### config.mk
export PLATFORM = sky130hd
export DESIGN_NAME = wshb_fb_reader
export DESIGN_NICKNAME = d
export VERILOG_FILES = /design/src/rtl/fb_reader_pkg.sv /design/src/rtl/fb_fifo.sv /design/src/rtl/wshb_fb_reader.sv
export SDC_FILE = /design/constraint.sdc
export NUM_CORES = 1
export LEC_CHECK = 0
export BUFFER_PORTS_ARGS = -buffer_cell sky130_fd_sc_hd__buf_2
export CAP_MARGIN = 20
export CORE_ASPECT_RATIO = 1.2
export CORE_UTILIZATION = 30
export CTS_CLUSTER_DIAMETER = 200
export DETAILED_ROUTE_END_ITERATION = 10
export PLACE_DENSITY = 0.49
export SYNTH_ARGS = -nofsm -noshare
export SYNTH_HDL_FRONTEND = slang
export SYNTH_HIERARCHICAL = 1
export SYNTH_SLANG_ARGS = --single-unit
### constraint.sdc
create_clock -name sys_clk -period 7.1 [get_ports sys_clk]
set_clock_uncertainty 0.05 [all_clocks]
set_input_delay 2.13 -clock sys_clk [delete_from_list [all_inputs] [get_ports sys_clk]]
set_output_delay 2.13 -clock sys_clk [all_outputs]
set_load 0.01 [all_outputs]
### src/rtl/fb_reader_pkg.sv
// Shared types and constants for the Wishbone framebuffer reader.
// Imported by the pixel FIFO and by the bus-master top level.
package fb_reader_pkg;

  typedef enum logic {IDLE, REQ} fb_state_t;

  typedef struct packed {
    logic        sof;
    logic [31:0] data;
  } fb_word_t;

  localparam logic [3:0] WB_SEL_ALL     = 4'hF;
  localparam logic [2:0] WB_CTI_CLASSIC = 3'b000;
  localparam logic [1:0] WB_BTE_LINEAR  = 2'b00;

  // Index width that stays legal even for a single-entry range.
  function automatic int unsigned idx_width(input int unsigned n);
    return (n > 1) ? $clog2(n) : 1;
  endfunction

endpackage

### src/rtl/fb_fifo.sv
// First-word-fall-through FIFO of framebuffer words; head is visible
// combinationally whenever the FIFO is not empty, and reads as zero when empty.
module fb_fifo
  import fb_reader_pkg::*;
#(
  parameter int unsigned DEPTH = 16
) (
  input  logic                     clk,
  input  logic                     rst_n,
  input  logic                     push,
  input  logic                     pop,
  input  fb_word_t                 wdata,
  output fb_word_t                 rdata,
  output logic                     full,
  output logic                     empty,
  output logic [$clog2(DEPTH):0]   count
);

  localparam int unsigned AW = idx_width(DEPTH);
  localparam int unsigned CW = $clog2(DEPTH) + 1;

  fb_word_t        mem_q [DEPTH];
  logic [AW-1:0]   wr_ptr_q, wr_ptr_d;
  logic [AW-1:0]   rd_ptr_q, rd_ptr_d;
  logic [CW-1:0]   count_q, count_d;
  logic            do_push;
  logic            do_pop;

  assign empty = (count_q == '0);
  assign full  = (count_q == CW'(DEPTH));
  assign count = count_q;

  // A pop frees the slot in the same edge, so a full FIFO still takes a push.
  assign do_pop  = pop && !empty;
  assign do_push = push && (!full || do_pop);

  always_comb begin
    wr_ptr_d = wr_ptr_q;
    rd_ptr_d = rd_ptr_q;
    count_d  = count_q;
    if (do_push) begin
      wr_ptr_d = wr_ptr_q + AW'(1);
    end
    if (do_pop) begin
      rd_ptr_d = rd_ptr_q + AW'(1);
    end
    count_d = count_q + CW'(do_push) - CW'(do_pop);
  end

  always_ff @(posedge clk) begin
    if (!rst_n) begin
      wr_ptr_q <= '0;
      rd_ptr_q <= '0;
      count_q  <= '0;
    end else begin
      wr_ptr_q <= wr_ptr_d;
      rd_ptr_q <= rd_ptr_d;
      count_q  <= count_d;
    end
  end

  always_ff @(posedge clk) begin
    if (rst_n && do_push) begin
      mem_q[wr_ptr_q] <= wdata;
    end
  end

  assign rdata = empty ? '0 : mem_q[rd_ptr_q];

endmodule

### src/rtl/wshb_fb_reader.sv
// Wishbone classic read master that walks a linear 32-bit framebuffer and
// streams the words out through a FWFT pixel FIFO with valid/ready popping.
module wshb_fb_reader
  import fb_reader_pkg::*;
#(
  parameter int unsigned HDISP      = 800,
  parameter int unsigned VDISP      = 480,
  parameter logic [31:0] BASE_ADDR  = '0,
  parameter int unsigned FIFO_DEPTH = 16
) (
  input  logic        sys_clk,
  input  logic        sys_rst_n,
  input  logic        enable,
  output logic [31:0] wb_adr,
  output logic        wb_stb,
  output logic        wb_cyc,
  output logic        wb_we,
  output logic [3:0]  wb_sel,
  output logic [2:0]  wb_cti,
  output logic [1:0]  wb_bte,
  input  logic [31:0] wb_dat_sm,
  input  logic        wb_ack,
  input  logic        wb_err,
  output logic [31:0] pix_data,
  output logic        pix_sof,
  output logic        pix_valid,
  input  logic        pix_ready,
  output logic        frame_done,
  output logic        err_flag
);

  localparam int unsigned NPIX = HDISP * VDISP;
  localparam int unsigned PW   = idx_width(NPIX);
  localparam int unsigned CW   = $clog2(FIFO_DEPTH) + 1;
  localparam int unsigned LW   = CW + 1;
  localparam logic [PW-1:0] LAST_IDX = PW'(NPIX - 1);

  fb_state_t      state_q, state_d;
  logic [PW-1:0]  pix_idx_q, pix_idx_d;
  logic           err_q, err_d;
  logic           done_q, done_d;

  logic           term;
  logic           pop;
  logic           push;
  logic           room_after;
  logic [LW-1:0]  level_after;
  fb_word_t       fifo_wdata;
  fb_word_t       fifo_head;
  logic           fifo_full;
  logic           fifo_empty;
  logic [CW-1:0]  fifo_count;

  assign term = (state_q == REQ) && (wb_ack || wb_err);
  assign pop  = pix_valid && pix_ready;

  // Occupancy after this edge's push and pop, used to decide back-to-back issue.
  assign level_after = LW'(fifo_count) + LW'(1) - LW'(pop);
  assign room_after  = level_after < LW'(FIFO_DEPTH);

  always_comb begin
    state_d    = state_q;
    pix_idx_d  = pix_idx_q;
    err_d      = err_q;
    done_d     = 1'b0;
    push       = 1'b0;
    fifo_wdata = '0;
    case (state_q)
      IDLE: begin
        // Idling with enable low rewinds so the next frame starts at BASE_ADDR.
        if (!enable) begin
          pix_idx_d = '0;
        end else if (!fifo_full) begin
          state_d = REQ;
        end
      end
      REQ: begin
        if (term) begin
          push            = 1'b1;
          fifo_wdata.sof  = (pix_idx_q == '0);
          fifo_wdata.data = wb_err ? '0 : wb_dat_sm;
          if (wb_err) begin
            err_d = 1'b1;
          end
          if (pix_idx_q == LAST_IDX) begin
            pix_idx_d = '0;
            done_d    = 1'b1;
          end else begin
            pix_idx_d = pix_idx_q + PW'(1);
          end
          if (!(enable && room_after)) begin
            state_d = IDLE;
            if (!enable) begin
              pix_idx_d = '0;
            end
          end
        end
      end
      default: state_d = IDLE;
    endcase
  end

  always_ff @(posedge sys_clk) begin
    if (!sys_rst_n) begin
      state_q   <= IDLE;
      pix_idx_q <= '0;
      err_q     <= 1'b0;
      done_q    <= 1'b0;
    end else begin
      state_q   <= state_d;
      pix_idx_q <= pix_idx_d;
      err_q     <= err_d;
      done_q    <= done_d;
    end
  end

  fb_fifo #(
    .DEPTH (FIFO_DEPTH)
  ) u_fifo (
    .clk   (sys_clk),
    .rst_n (sys_rst_n),
    .push  (push),
    .pop   (pop),
    .wdata (fifo_wdata),
    .rdata (fifo_head),
    .full  (fifo_full),
    .empty (fifo_empty),
    .count (fifo_count)
  );

  assign wb_stb     = (state_q == REQ);
  assign wb_cyc     = wb_stb;
  assign wb_adr     = BASE_ADDR + 32'({pix_idx_q, 2'b00});
  assign wb_we      = 1'b0;
  assign wb_sel     = WB_SEL_ALL;
  assign wb_cti     = WB_CTI_CLASSIC;
  assign wb_bte     = WB_BTE_LINEAR;

  assign pix_valid  = !fifo_empty;
  assign pix_data   = fifo_head.data;
  assign pix_sof    = fifo_head.sof;
  assign frame_done = done_q;
  assign err_flag   = err_q;

endmodule

### Word level (Yosys, flattened, before mapping)

Memories as Yosys holds them, arrays and structs flattened. A register that Yosys moved wholly into a read port is not among the register bits.
Index checks and enable logic that the tools add are counted.

| storage, ports and cells | value |
|---|---|
| register bits | 35 |
| RAM bits | 528 |
| output and inout bits | 80 |
| memories kept | 1 |

| operators by class | value |
|---|---|
| add/subtract/negate cells | 7 |
| $lt $le $gt $ge | 1 |
| equal/unequal tests | 4 |
| multiplexer cells | 22 |
| bitwise gates (word level) | 1 |
| reductions and logical operators | 15 |

Memory list:

| name | words | bits a word | read ports | clocked after Yosys merged registers in | wr ports | RTL line | source |
|---|---|---|---|---|---|---|---|
| u_fifo.mem_q | 16 | 33 | 1 | 1 | 1 | fb_fifo.sv:22 | `fb_word_t mem_q [DEPTH];` |

Operators with widths:

| cell | count |
|---|---|
| 33-bit 2-to-1 mux | 3 |
| 19-bit 2-to-1 mux | 5 |
| 19-bit case mux with 2 select lines | 1 |
| 32-bit 2-to-1 mux | 1 |
| 19-bit by 1-bit adder with 19-bit output (second input constant) | 1 |
| 19-bit == test (second input constant) | 1 |
| 19-bit logical NOT | 1 |
| 1-bit 2-to-1 mux | 9 |
| 4-bit by 1-bit adder with 4-bit output (second input constant) | 2 |
| 4-bit 2-to-1 mux | 2 |
| 5-bit by 1-bit adder with 6-bit output (second input constant) | 1 |
| 1-bit logical AND | 6 |
| 6-bit by 5-bit < comparator with 1-bit output (second input constant) | 1 |
| 3-bit AND reduction | 2 |
| 6-bit by 1-bit subtractor with 6-bit output | 1 |
| 5-bit by 1-bit adder with 5-bit output | 1 |
| 5-bit == test (second input constant) | 1 |
| 5-bit logical NOT | 1 |
| 5-bit by 1-bit subtractor with 5-bit output | 1 |
| 1-bit logical NOT | 2 |
| 1-bit logical OR | 2 |
| 2-bit by 1-bit != test with 1-bit output (second input constant) | 1 |
| 2-bit != test (second input constant) | 1 |
| 1-bit case mux with 2 select lines | 1 |
| 2 further kinds | 2 |

### Longest topological paths before layout

Gate-level depths: netlist (run 1).

| logic depth | value |
|---|---|
| depth in word-level cells | 9 |
| depth in mapped cells | 17 |

### Cells and area by module

The synthesis (run 1) kept the hierarchy.

By module, submodules not included:

| module | times used | cells an instance | area each (µm²) |
|---|---|---|---|
| fb_fifo | 1 | 921 | 20,880.0 |
| wshb_fb_reader | 1 | 235 | 1,831.8 |

### Least setup slack after synthesis (run 1)

No wires, ideal clock.

| path | value |
|---|---|
| kind | in2reg |
| from | input pix_ready |
| to | memory u_fifo/mem_q[0][0] in the netlist's numbering, enable pin |
| setup time | 464 ps |
| arrival | 5,166 ps |
| data required time | 6,586 ps |
| setup slack | 1,420 ps |
| stages | 4 |
| buffers on the path | 0 |
| path through | nor2b_1 > o21a_1 > inv_2 > nor3_1 |

| between the ends | value |
|---|---|
| cells in the longest elaborated chain, start to end | 7 |

RTL lines:

| item | RTL line | source |
|---|---|---|
| from (decl) | wshb_fb_reader.sv:27 | `input logic pix_ready,` |
| 1-bit logical AND | wshb_fb_reader.sv:55 | `assign pop = pix_valid && pix_ready;` |
| 1-bit logical AND | fb_fifo.sv:34 | `assign do_pop = pop && !empty;` |
| 1-bit logical OR | fb_fifo.sv:35 | `assign do_push = push && (!full \|\| do_pop);` |
| 1-bit logical AND | fb_fifo.sv:35 |  |
| 1-bit logical AND | fb_fifo.sv:63 | `if (rst_n && do_push) begin` |
| 1-bit 2-to-1 mux | fb_fifo.sv:63 |  |
| 1-bit 2-to-1 mux (not written as such) | fb_fifo.sv:64 | `mem_q[wr_ptr_q] <= wdata;` |
| to (decl) | fb_fifo.sv:22 |  |

No other way between the ends.

==> flow_summary.json, run 1 <==
{
  "path_cells": "buf_4 > mux4_2 > mux2_2 > a221o_1 > buf_2",
  "cts_tree": "built",
  "regArea_um2": 16650,
  "fill_cells": 7019,
  "synthArstFlopShare_pct": 0,
  "std_cell_rows": 110,
  "cts_buffer_depth": 3,
  "antenna_left": 0,
  "port_buffers": 94,
  "via_count": 11280,
  "pre_cts_slack_ns": 1.921,
  "die_y_um": 303.4,
  "grtUsageMet2_pct": 24.52,
  "path_clk_slew_ns": 0.06,
  "post_drt_wl_per_cell_um": 22.68,
  "yosys-top-cells-area": "edfxtp_1 70%, mux4_2 13%, dfxtp_1 3.4%",
  "top_usage_layer": "met2",
  "antenna_found_initial": 1,
  "grt_max_degree": 52,
  "maxCapViolCount": 0,
  "yosys.area.top_type_share_pct": 69.81,
  "slew_viol_final": 0,
  "final_nets": 1340,
  "core_um2": 75010,
  "critPathArrivalTime_ns": 3.23,
  "power_switching_mw": 2.296,
  "die_w_um": 253.2,
  "viasPerCell": 4.813,
  "relSlewSlack_pct": 34.78,
  "pin_count": 118,
  "synth.cell_area_um2": 22710,
  "finalSetupViolCount": 0,
  "worst_slack_ns": 1.690,
  "clock_sinks": 567,
  "synth_edf_count": 528,
  "pwr-share-comb_pct": 19.2,
  "synth_area_leader_cell": "edfxtp_1",
  "worstPathRequired_ns": 4.92,
  "synth_top_flop_cell": "edfxtp_1",
  "p_int_mw": 6.383,
  "drtIter0Drc": 602,
  "max_slew.worst_pin.slew_ns": 0.9747,
  "crit_path_end_kind": "output port",
  "yosysSeqAreaShare_pct": 73.25,
  "slowest_delay_ns": 0.78,
  "worstSkewPairLatency_ns": 0.62,
  "start_util_pct": 30.28,
  "final_common_cell": "edfxtp_1",
  "timing.hold.ws_ns": 0.4605,
  "met1_usage_pct": 18.13,
  "grt_util_met3_pct": 2.515,
  "hold_viol": 0,
  "synth_cell_types": 57,
  "yosys_register_bits": 567,
  "period_minus_slack_ns": 5.410,
  "ir_worst_vdd_v": 0.0002027,
  "place_congestion": 0.7510,
  "critPathBufInv": 2,
  "overflow": 0,
  "avgSynthCellArea_um2": 19.65,
  "status": "finished clean",
  "clkPwrFrac_pct": 37.2,
  "cpLargestDelayFamily": "flip-flops",
  "max_freq_ghz": 0.1848,
  "cts_resized": 0,
  "pwr-share-seq_pct": 43.6,
  "fin_setup_tns_ns": 0,
  "drc": 0,
  "postCtsSetupRepairBufs": 0,
  "dr.pass1.iters": 4,
  "power.density_nw_per_um2": 327.7,
  "hold_class": "reg -> reg",
  "crit_type": "reg -> out",
  "htree_levels": 2,
  "dieArea_um2": 76820,
  "track_usage_pct": 14.17,
  "period_share_pct": 76.20,
  "final_cell_mix": "528 x edfxtp_1, 132 x mux4_2, 94 x buf_2",
  "cp_slowest_cell": "dfxtp_4",
  "critPathLaunchType": "flop",
  "grt_pass1_vias": 12050,
  "yosysWarnings": 6,
  "cts_hold_buffers": 0,
  "numCtsBuffers": 60,
  "leakagePower_nw": 8.356,
  "place_hpwl_mm": 31.95,
  "p_sw_share_pct": 26.46,
  "grt_pass1_wl_mm": 79.93,
  "antenna_cells": 0,
  "routed_wl_mm": 53.14,
  "drive_above_1_share_pct": 29.51,
  "rsz0062_at_grt": "no",
  "synth_cells": 1156,
  "syn2layout_area_growth_pct": 16.62,
  "worst-path-max-fanout": 39,
  "multi_input_area_um2": 5674,
  "cts_root_buffer": "clkbuf_16"
}
==> worst register-to-register path, stage by stage (launching register included) <==
cell      delay (ns)
dfxtp_1         0.42
inv_1           0.09
ha_1            0.21
or4b_1          0.29
clkinv_1        0.17
nor2b_1         0.46
o21a_1          0.34
nand2_1         0.47
nor2_4          0.93
buf_4           0.35
==> flip-flops by register name (all words and copies together) (netlist names), named ones only <==
register	count
u_fifo/rd_ptr_q	4
u_fifo/mem_q	528
u_fifo/count	5
u_fifo/wr_ptr_q	4
frame_done	1
pix_idx_q	19
wb_cyc	1
err_flag	1
==> stage by stage <==
step	instance area [um2]	util (%)	total power, mW	cells
final	26490	35.31	8.679	2343
after global routing	26490	35.31	9.060	2343
after CTS	26490	35.31	8.826	2343
after detailed placement	24450	32.59	5.578	2230
after global placement	24420	32.56	5.573	2229
after floorplan	22790	-	5.009	1177
==> final timing paths <==
| check | end | from | cells past startpoint | slack, ns |
|---|---|---|---|---|
| min | flop | u_fifo/rd_ptr_q[1] | 2 | 0.46 |
| min reg2reg | flop | u_fifo/rd_ptr_q[1] | 2 | 0.46 |
| max reg2reg | u_fifo/mem_q[14][5] | u_fifo/count[2] | 9 | 3.01 |
| max | pix_data[31] | flop | 5 | 1.69 |
==> layout make-up <==
class                      count  share of cell area (%)
tap                         1008                   4.762
inverter                      21                  0.2976
clock inverter                43                   1.809
multi-input combinational    504                   21.42
sequential                   567                   62.86
clock buffer                  70                   5.886
timing repair buffer         130                   2.967
==> layer usage <==
layer | share of wire, % | wire length [um]
met1 | 42 | 22570
met2 | 51 | 27140
met3 | 3.9 | 2096
met4 | 2.5 | 1318
met5 | 0.032 | 17
==> cell families (layout without fill, tap and decap cells) <==
| kind of cell | count (synthesis) | after routing | share of synthesized area [%] |
|---|---|---|---|
| other | 2 | 23 | 0.03307 |
| AOI/OAI and AO/OA | 83 | 83 | 3.041 |
| muxes | 169 | 169 | 14.74 |
| buffers and inverters | 106 | 264 | 2.595 |
| adders and majority gates | 18 | 18 | 1.025 |
| and+or+nand+nor | 199 | 199 | 4.859 |
| DFF | 567 | 567 | 73.25 |
| xor gates and xnor gates | 12 | 12 | 0.4628 |
==> power groups by stage <==
stage | registers, mW | logic [mW] | clock network, mW
2_1_floorplan | 3.79 | 1.22 | 0
3_5_place_dp | 3.86 | 1.71 | 0
6_report | 3.79 | 1.66 | 3.23
4_1_cts | 3.79 | 1.72 | 3.31
3_3_place_gp | 3.86 | 1.71 | 0
5_1_grt | 3.80 | 1.83 | 3.43
==> cell usage after synthesis, types with 4 or more instances <==
| cell | count |
|---|---|
| a221o_1 | 33 |
| and2_1 | 45 |
| xor2_1 | 4 |
| mux4_2 | 132 |
| inv_1 | 19 |
| edfxtp_1 | 528 |
| a31oi_1 | 18 |
| nand3b_1 | 5 |
| and3_1 | 9 |
| nor3_1 | 43 |
| ha_1 | 17 |
| mux2i_1 | 34 |
| nor4_1 | 6 |
| a21oi_1 | 4 |
| nand4_1 | 4 |
| clkbuf_1 | 19 |
| buf_6 | 8 |
| dfxtp_1 | 39 |
| buf_4 | 24 |
| nand3_1 | 15 |
| nand2_1 | 30 |
| nor2b_1 | 8 |
| o21ai_0 | 8 |
| nor2_1 | 20 |
| buf_2 | 32 |
| xnor2_1 | 8 |
No activity file was read; power rests on OpenSTA's default activity.
==> run 2: changes to the inputs <==
--- a/config.mk
+++ b/config.mk
@@ -11,7 +11,7 @@
 export CORE_UTILIZATION = 30
 export CTS_CLUSTER_DIAMETER = 200
 export DETAILED_ROUTE_END_ITERATION = 10
-export PLACE_DENSITY = 0.49
+export PLACE_DENSITY = 0.5
 export SYNTH_ARGS = -nofsm -noshare
 export SYNTH_HDL_FRONTEND = slang
 export SYNTH_HIERARCHICAL = 1
==> constraint.sdc (replaced) <==
create_clock -name sys_clk -period 4.7 [get_ports sys_clk]
set_clock_uncertainty 0.05 [all_clocks]
set_input_delay 1.41 -clock sys_clk [delete_from_list [all_inputs] [get_ports sys_clk]]
set_output_delay 1.41 -clock sys_clk [all_outputs]
set_load 0.01 [all_outputs]
==> flow_summary.json, run 2 (synthesis results as in run 1) <==
{
  "relSlewSlack_pct": 51.66,
  "cts_hold_buffers": 0,
  "start_util_pct": 30.28,
  "hold_class": "reg -> reg",
  "finalSetupViolCount": 0,
  "cts_root_buffer": "clkbuf_16",
  "period_share_pct": 96.41,
  "core_um2": 75010,
  "power.density_nw_per_um2": 477.5,
  "die_y_um": 303.4,
  "htree_levels": 2,
  "max_slew.worst_pin.slew_ns": 0.7233,
  "path_clk_slew_ns": 0.06,
  "reg2regPathDepth": 16,
  "crit_type": "reg -> out",
  "clock_sinks": 567,
  "crit_path_end_kind": "output port",
  "largest_register_ffs": 528,
  "critPathLaunchType": "flop",
  "critPathLaunch": "u_fifo/count[2]",
  "cts_tree": "built",
  "worstSkewPairLatency_ns": 0.61,
  "maxCapViolCount": 0,
  "die_w_um": 253.2,
  "ir_worst_vdd_v": 0.0002770,
  "multi_input_area_um2": 5674,
  "dieArea_um2": 76820,
  "place_congestion": 0.7907,
  "viasPerCell": 4.818,
  "period_minus_slack_ns": 4.531,
  "routed_wl_mm": 53.30,
  "final_common_cell": "edfxtp_1",
  "pwr-share-comb_pct": 20.3,
  "finalPower_mw": 12.59,
  "max_freq_ghz": 0.2207,
  "numCtsBuffers": 58,
  "met3_length_mm": 2.192,
  "worst-path-max-fanout": 26,
  "cts_buffer_depth": 3,
  "top_register": "u_fifo/mem_q",
  "fin_setup_tns_ns": 0,
  "slew_viol_final": 0,
  "worstPathRequired_ns": 3.24,
  "hold_viol": 0,
  "overflow": 0,
  "pin_count": 118,
  "status": "finished clean",
  "wl_met1_mm": 22.69,
  "postCtsSetupRepairBufs": 0,
  "fill_cells": 7039,
  "r2r_end": "u_fifo/count[4]",
  "r2r_slack_ns": 0.86,
  "power_switching_mw": 3.346,
  "r2r-start": "u_fifo/count[2]",
  "syn2layout_area_growth_pct": 16.09,
  "track_usage_pct": 14.02,
  "final_nets": 1346,
  "drive_above_1_share_pct": 28.10,
  "place_hpwl_mm": 30.65,
  "std_cell_rows": 110,
  "p_sw_share_pct": 26.58,
  "leakagePower_nw": 8.252,
  "port_buffers": 94,
  "antenna_found_initial": 3,
  "grt_pass1_vias": 12090,
  "dr.pass1.iters": 4,
  "drtIter0Drc": 697,
  "drc": 0,
  "final_cell_mix": "528 x edfxtp_1, 132 x mux4_2, 94 x buf_2",
  "critPathArrivalTime_ns": 3.07,
  "p_int_mw": 9.245,
  "via_count": 11310,
  "cts_resized": 0,
  "grt_max_degree": 44,
  "top_layer_used": "met5",
  "antenna_left": 0,
  "regArea_um2": 16650,
  "clkPwrFrac_pct": 34.4,
  "crit_end": "pix_data[6]",
  "pwr-share-seq_pct": 45.4,
  "wl_met2_mm": 27.31,
  "rsz0062_at_grt": "no",
  "grt_pass1_wl_mm": 79.05,
  "post_drt_wl_per_cell_um": 22.71
}
run 2: through the flow:
step                hold WS [ns]  worst slack, ns  area (um2)  utilization (%)  std cells
global route              0.4951         0.002339       26360            35.15       2346
global placement          0.4472           0.5369       24600            32.80       2238
finish                    0.4535           0.1685       26370            35.15       2347
CTS                       0.4581          0.08187       26360            35.15       2346
floorplan                 0.4251          -0.2604       22790                -       1177
detailed placement        0.4473           0.5750       24600            32.80       2238
run 2: power groups by stage:
| stage | Clock, mW | Combinational (mW) | Sequential (mW) |
|---|---|---|---|
| 5_1_grt | 4.63 | 2.79 | 5.73 |
| 6_report | 4.33 | 2.55 | 5.71 |
| 2_1_floorplan | 0 | 1.84 | 5.72 |
| 4_1_cts | 4.45 | 2.64 | 5.72 |
| 3_3_place_gp | 0 | 2.64 | 5.82 |
| 3_5_place_dp | 0 | 2.63 | 5.83 |
run 2: final cells by class:
type / instances / area share [%]
Clock inverter: 31 / 0.8304
Antenna cell: 1 / 0.009491
Tap cell: 1008 / 4.783
Sequential cell: 567 / 63.14
Timing Repair Buffer: 138 / 3.559
Clock buffer: 77 / 5.856
Multi-Input combinational cell: 504 / 21.52
Inverter: 21 / 0.2990
run 2: worst min-delay path by stage:
stage                            start            endpoint  slack (ns)  depth (start not counted)
finish              u_fifo/rd_ptr_q[1]                flop        0.45                          2
global route        u_fifo/rd_ptr_q[1]                flop        0.50                          2
CTS                 u_fifo/rd_ptr_q[1]                flop        0.46                          2
detailed placement            err_flag            err_flag        0.45                          2
global placement    u_fifo/rd_ptr_q[1]                flop        0.45                          2
floorplan           u_fifo/wr_ptr_q[1]  u_fifo/wr_ptr_q[1]        0.43                          2
run 2: critical path, cell delays in order (launching register included):
cell and delay, ns:
dfxtp_1 0.36, inv_1 0.10, ha_1 0.16, or4b_1 0.59, clkinv_1 0.11, buf_4 0.45, nor3_1 0.15, a221o_1 0.37
buf_2 0.17
run 2: metal layers:
layer / GRT usage (%) / up-vias
met3: 2.558 / 67
met1: 17.70 / 6048
li1: - / 4962
met4: 3.939 / 2
met5: 0 / -
met2: 24.59 / 228
==> run 3: changes to the inputs <==
--- a/config.mk
+++ b/config.mk
@@ -11,7 +11,7 @@
 export CORE_UTILIZATION = 30
 export CTS_CLUSTER_DIAMETER = 200
 export DETAILED_ROUTE_END_ITERATION = 10
-export PLACE_DENSITY = 0.5
+export PLACE_DENSITY = 0.49
 export SYNTH_ARGS = -nofsm -noshare
 export SYNTH_HDL_FRONTEND = slang
 export SYNTH_HIERARCHICAL = 1
==> constraint.sdc (replaced) <==
create_clock -name sys_clk -period 5.7 [get_ports sys_clk]
set_clock_uncertainty 0.05 [all_clocks]
set_input_delay 1.71 -clock sys_clk [delete_from_list [all_inputs] [get_ports sys_clk]]
set_output_delay 1.71 -clock sys_clk [all_outputs]
set_load 0.01 [all_outputs]
==> flow_summary.json, run 3 (synthesis results as in run 1) <==
{
  "hold_viol": 0,
  "final_nets": 1336,
  "placedInstanceArea_um2": 24520,
  "clkPwrFrac_pct": 36.5,
  "place_congestion": 0.7417,
  "pre_cts_slack_ns": 1.135,
  "dpl.cell_count": 2225,
  "final_cell_mix": "528 x edfxtp_1, 132 x mux4_2, 94 x buf_2",
  "final_cells": 2341,
  "max_freq_ghz": 0.2012,
  "viasPerCell": 4.784,
  "pwr-share-seq_pct": 44.0,
  "wl_met1_mm": 22.45,
  "dr.pass1.iters": 8,
  "timing.hold.ws_ns": 0.4578,
  "final_common_cell": "edfxtp_1",
  "power.density_nw_per_um2": 400.5,
  "final_util_pct": 35.35,
  "drc": 1,
  "fill_cells": 6981,
  "p_sw_share_pct": 26.43,
  "top_register": "u_fifo/mem_q",
  "clock_sinks": 567,
  "std_cell_rows": 110,
  "multi_input_area_um2": 5674,
  "cts_resized": 0,
  "syn2layout_area_growth_pct": 16.76,
  "grt_pass1_vias": 11890,
  "drive_above_1_share_pct": 28.66,
  "worstPathRequired_ns": 3.94,
  "cts_hold_buffers": 0,
  "die_y_um": 303.4,
  "grt_pass1_wl_mm": 78.18,
  "start_util_pct": 30.28,
  "hold_class": "reg -> reg",
  "regArea_um2": 16650,
  "pwr-share-comb_pct": 19.5,
  "path_clk_slew_ns": 0.06,
  "status": "complete, but fails checks",
  "pin_count": 118,
  "antenna_found_initial": 1,
  "worst_slack_ns": 0.7299,
  "critPathArrivalTime_ns": 3.21,
  "leakagePower_nw": 8.301,
  "cts_root_buffer": "clkbuf_16",
  "maxCapViolCount": 0,
  "worstSkewPairLatency_ns": 0.62,
  "crit_path_end_kind": "output port",
  "cts_buffer_depth": 3,
  "wl_met2_mm": 27.15,
  "ir_worst_vdd_v": 0.0002558,
  "cts_tree": "built",
  "max_slew.worst_pin.slew_ns": 1.034,
  "rsz0062_at_grt": "no",
  "postCtsSetupRepairBufs": 0,
  "largest_register_ffs": 528,
  "period_share_pct": 87.19,
  "overflow": 0,
  "final_area_um2": 26520,
  "slew_viol_final": 0,
  "period_minus_slack_ns": 4.970,
  "finalPower_mw": 10.62,
  "grt_max_degree": 55,
  "track_usage_pct": 13.87,
  "worst-path-max-fanout": 15,
  "place_hpwl_mm": 29.57,
  "top_layer_used": "met4",
  "p_int_mw": 7.814,
  "die_w_um": 253.2,
  "post_drt_wl_per_cell_um": 22.51,
  "port_buffers": 94,
  "violations": "design-rule violations",
  "routed_wl_mm": 52.70,
  "antenna_left": 0,
  "htree_levels": 2,
  "crit_type": "reg -> out",
  "numCtsBuffers": 61,
  "met3_length_mm": 2.107,
  "antenna_cells": 0,
  "via_count": 11200,
  "dieArea_um2": 76820,
  "core_um2": 75010,
  "fin_setup_tns_ns": 0,
  "relSlewSlack_pct": 31.06,
  "power_switching_mw": 2.807,
  "critPathLaunchType": "flop",
  "finalSetupViolCount": 0,
  "drtIter0Drc": 668
}
[run 3: changes by cell type in the layout (fill, tap and decap cells not counted), moves of 4 or more]
cell,delta
buf_4,-14
clkbuf_1,-14
clkinv_2,+6
clkinv_4,+4
clkinvlp_4,+4
inv_6,-4
[run 3: path summary, 6_finish.rpt]
kind                            slack, ns               to  cells after the start             from
worst max register to register       1.32  u_fifo/count[4]                     16  u_fifo/count[2]
worst min-delay path                 0.46         err_flag                      2         err_flag
worst max-delay path                 0.73     pix_data[31]                      8  u_fifo/count[2]
worst min register to register       0.46         err_flag                      2         err_flag
[run 3: worst max-delay path: stages, from the launching register on]
cell and delay [ns]:
dfxtp_1 0.36, inv_1 0.09, ha_1 0.16, or4b_1 0.57
clkinv_1 0.43, buf_4 0.36, nor2_1 0.06, a221o_1 0.37
buf_2 0.17
[run 3: area by class of cell]
cell class / count / share of cell area, %
clock inverter: 49 / 1.633
tap: 1008 / 4.756
inverter: 21 / 0.2973
clock buffer: 67 / 5.917
timing repair buffer: 125 / 3.218
sequential: 567 / 62.78
multi-input combinational: 504 / 21.40
[run 3: power groups by stage]
stage	registers, mW	clock network [mW]	logic [mW]
2_1_floorplan	4.72	0	1.52
3_5_place_dp	4.76	0	2.14
5_1_grt	4.68	4.13	2.28
3_3_place_gp	4.76	0	2.14
6_report	4.67	3.87	2.08
4_1_cts	4.67	3.98	2.15
[run 3: per-layer routing]
| layer | up-vias | global-route usage [%] |
|---|---|---|
| met4 | 0 | 3.564 |
| met5 | - | 0 |
| met1 | 5951 | 17.55 |
| li1 | 4949 | - |
| met3 | 61 | 2.429 |
| met2 | 239 | 24.48 |
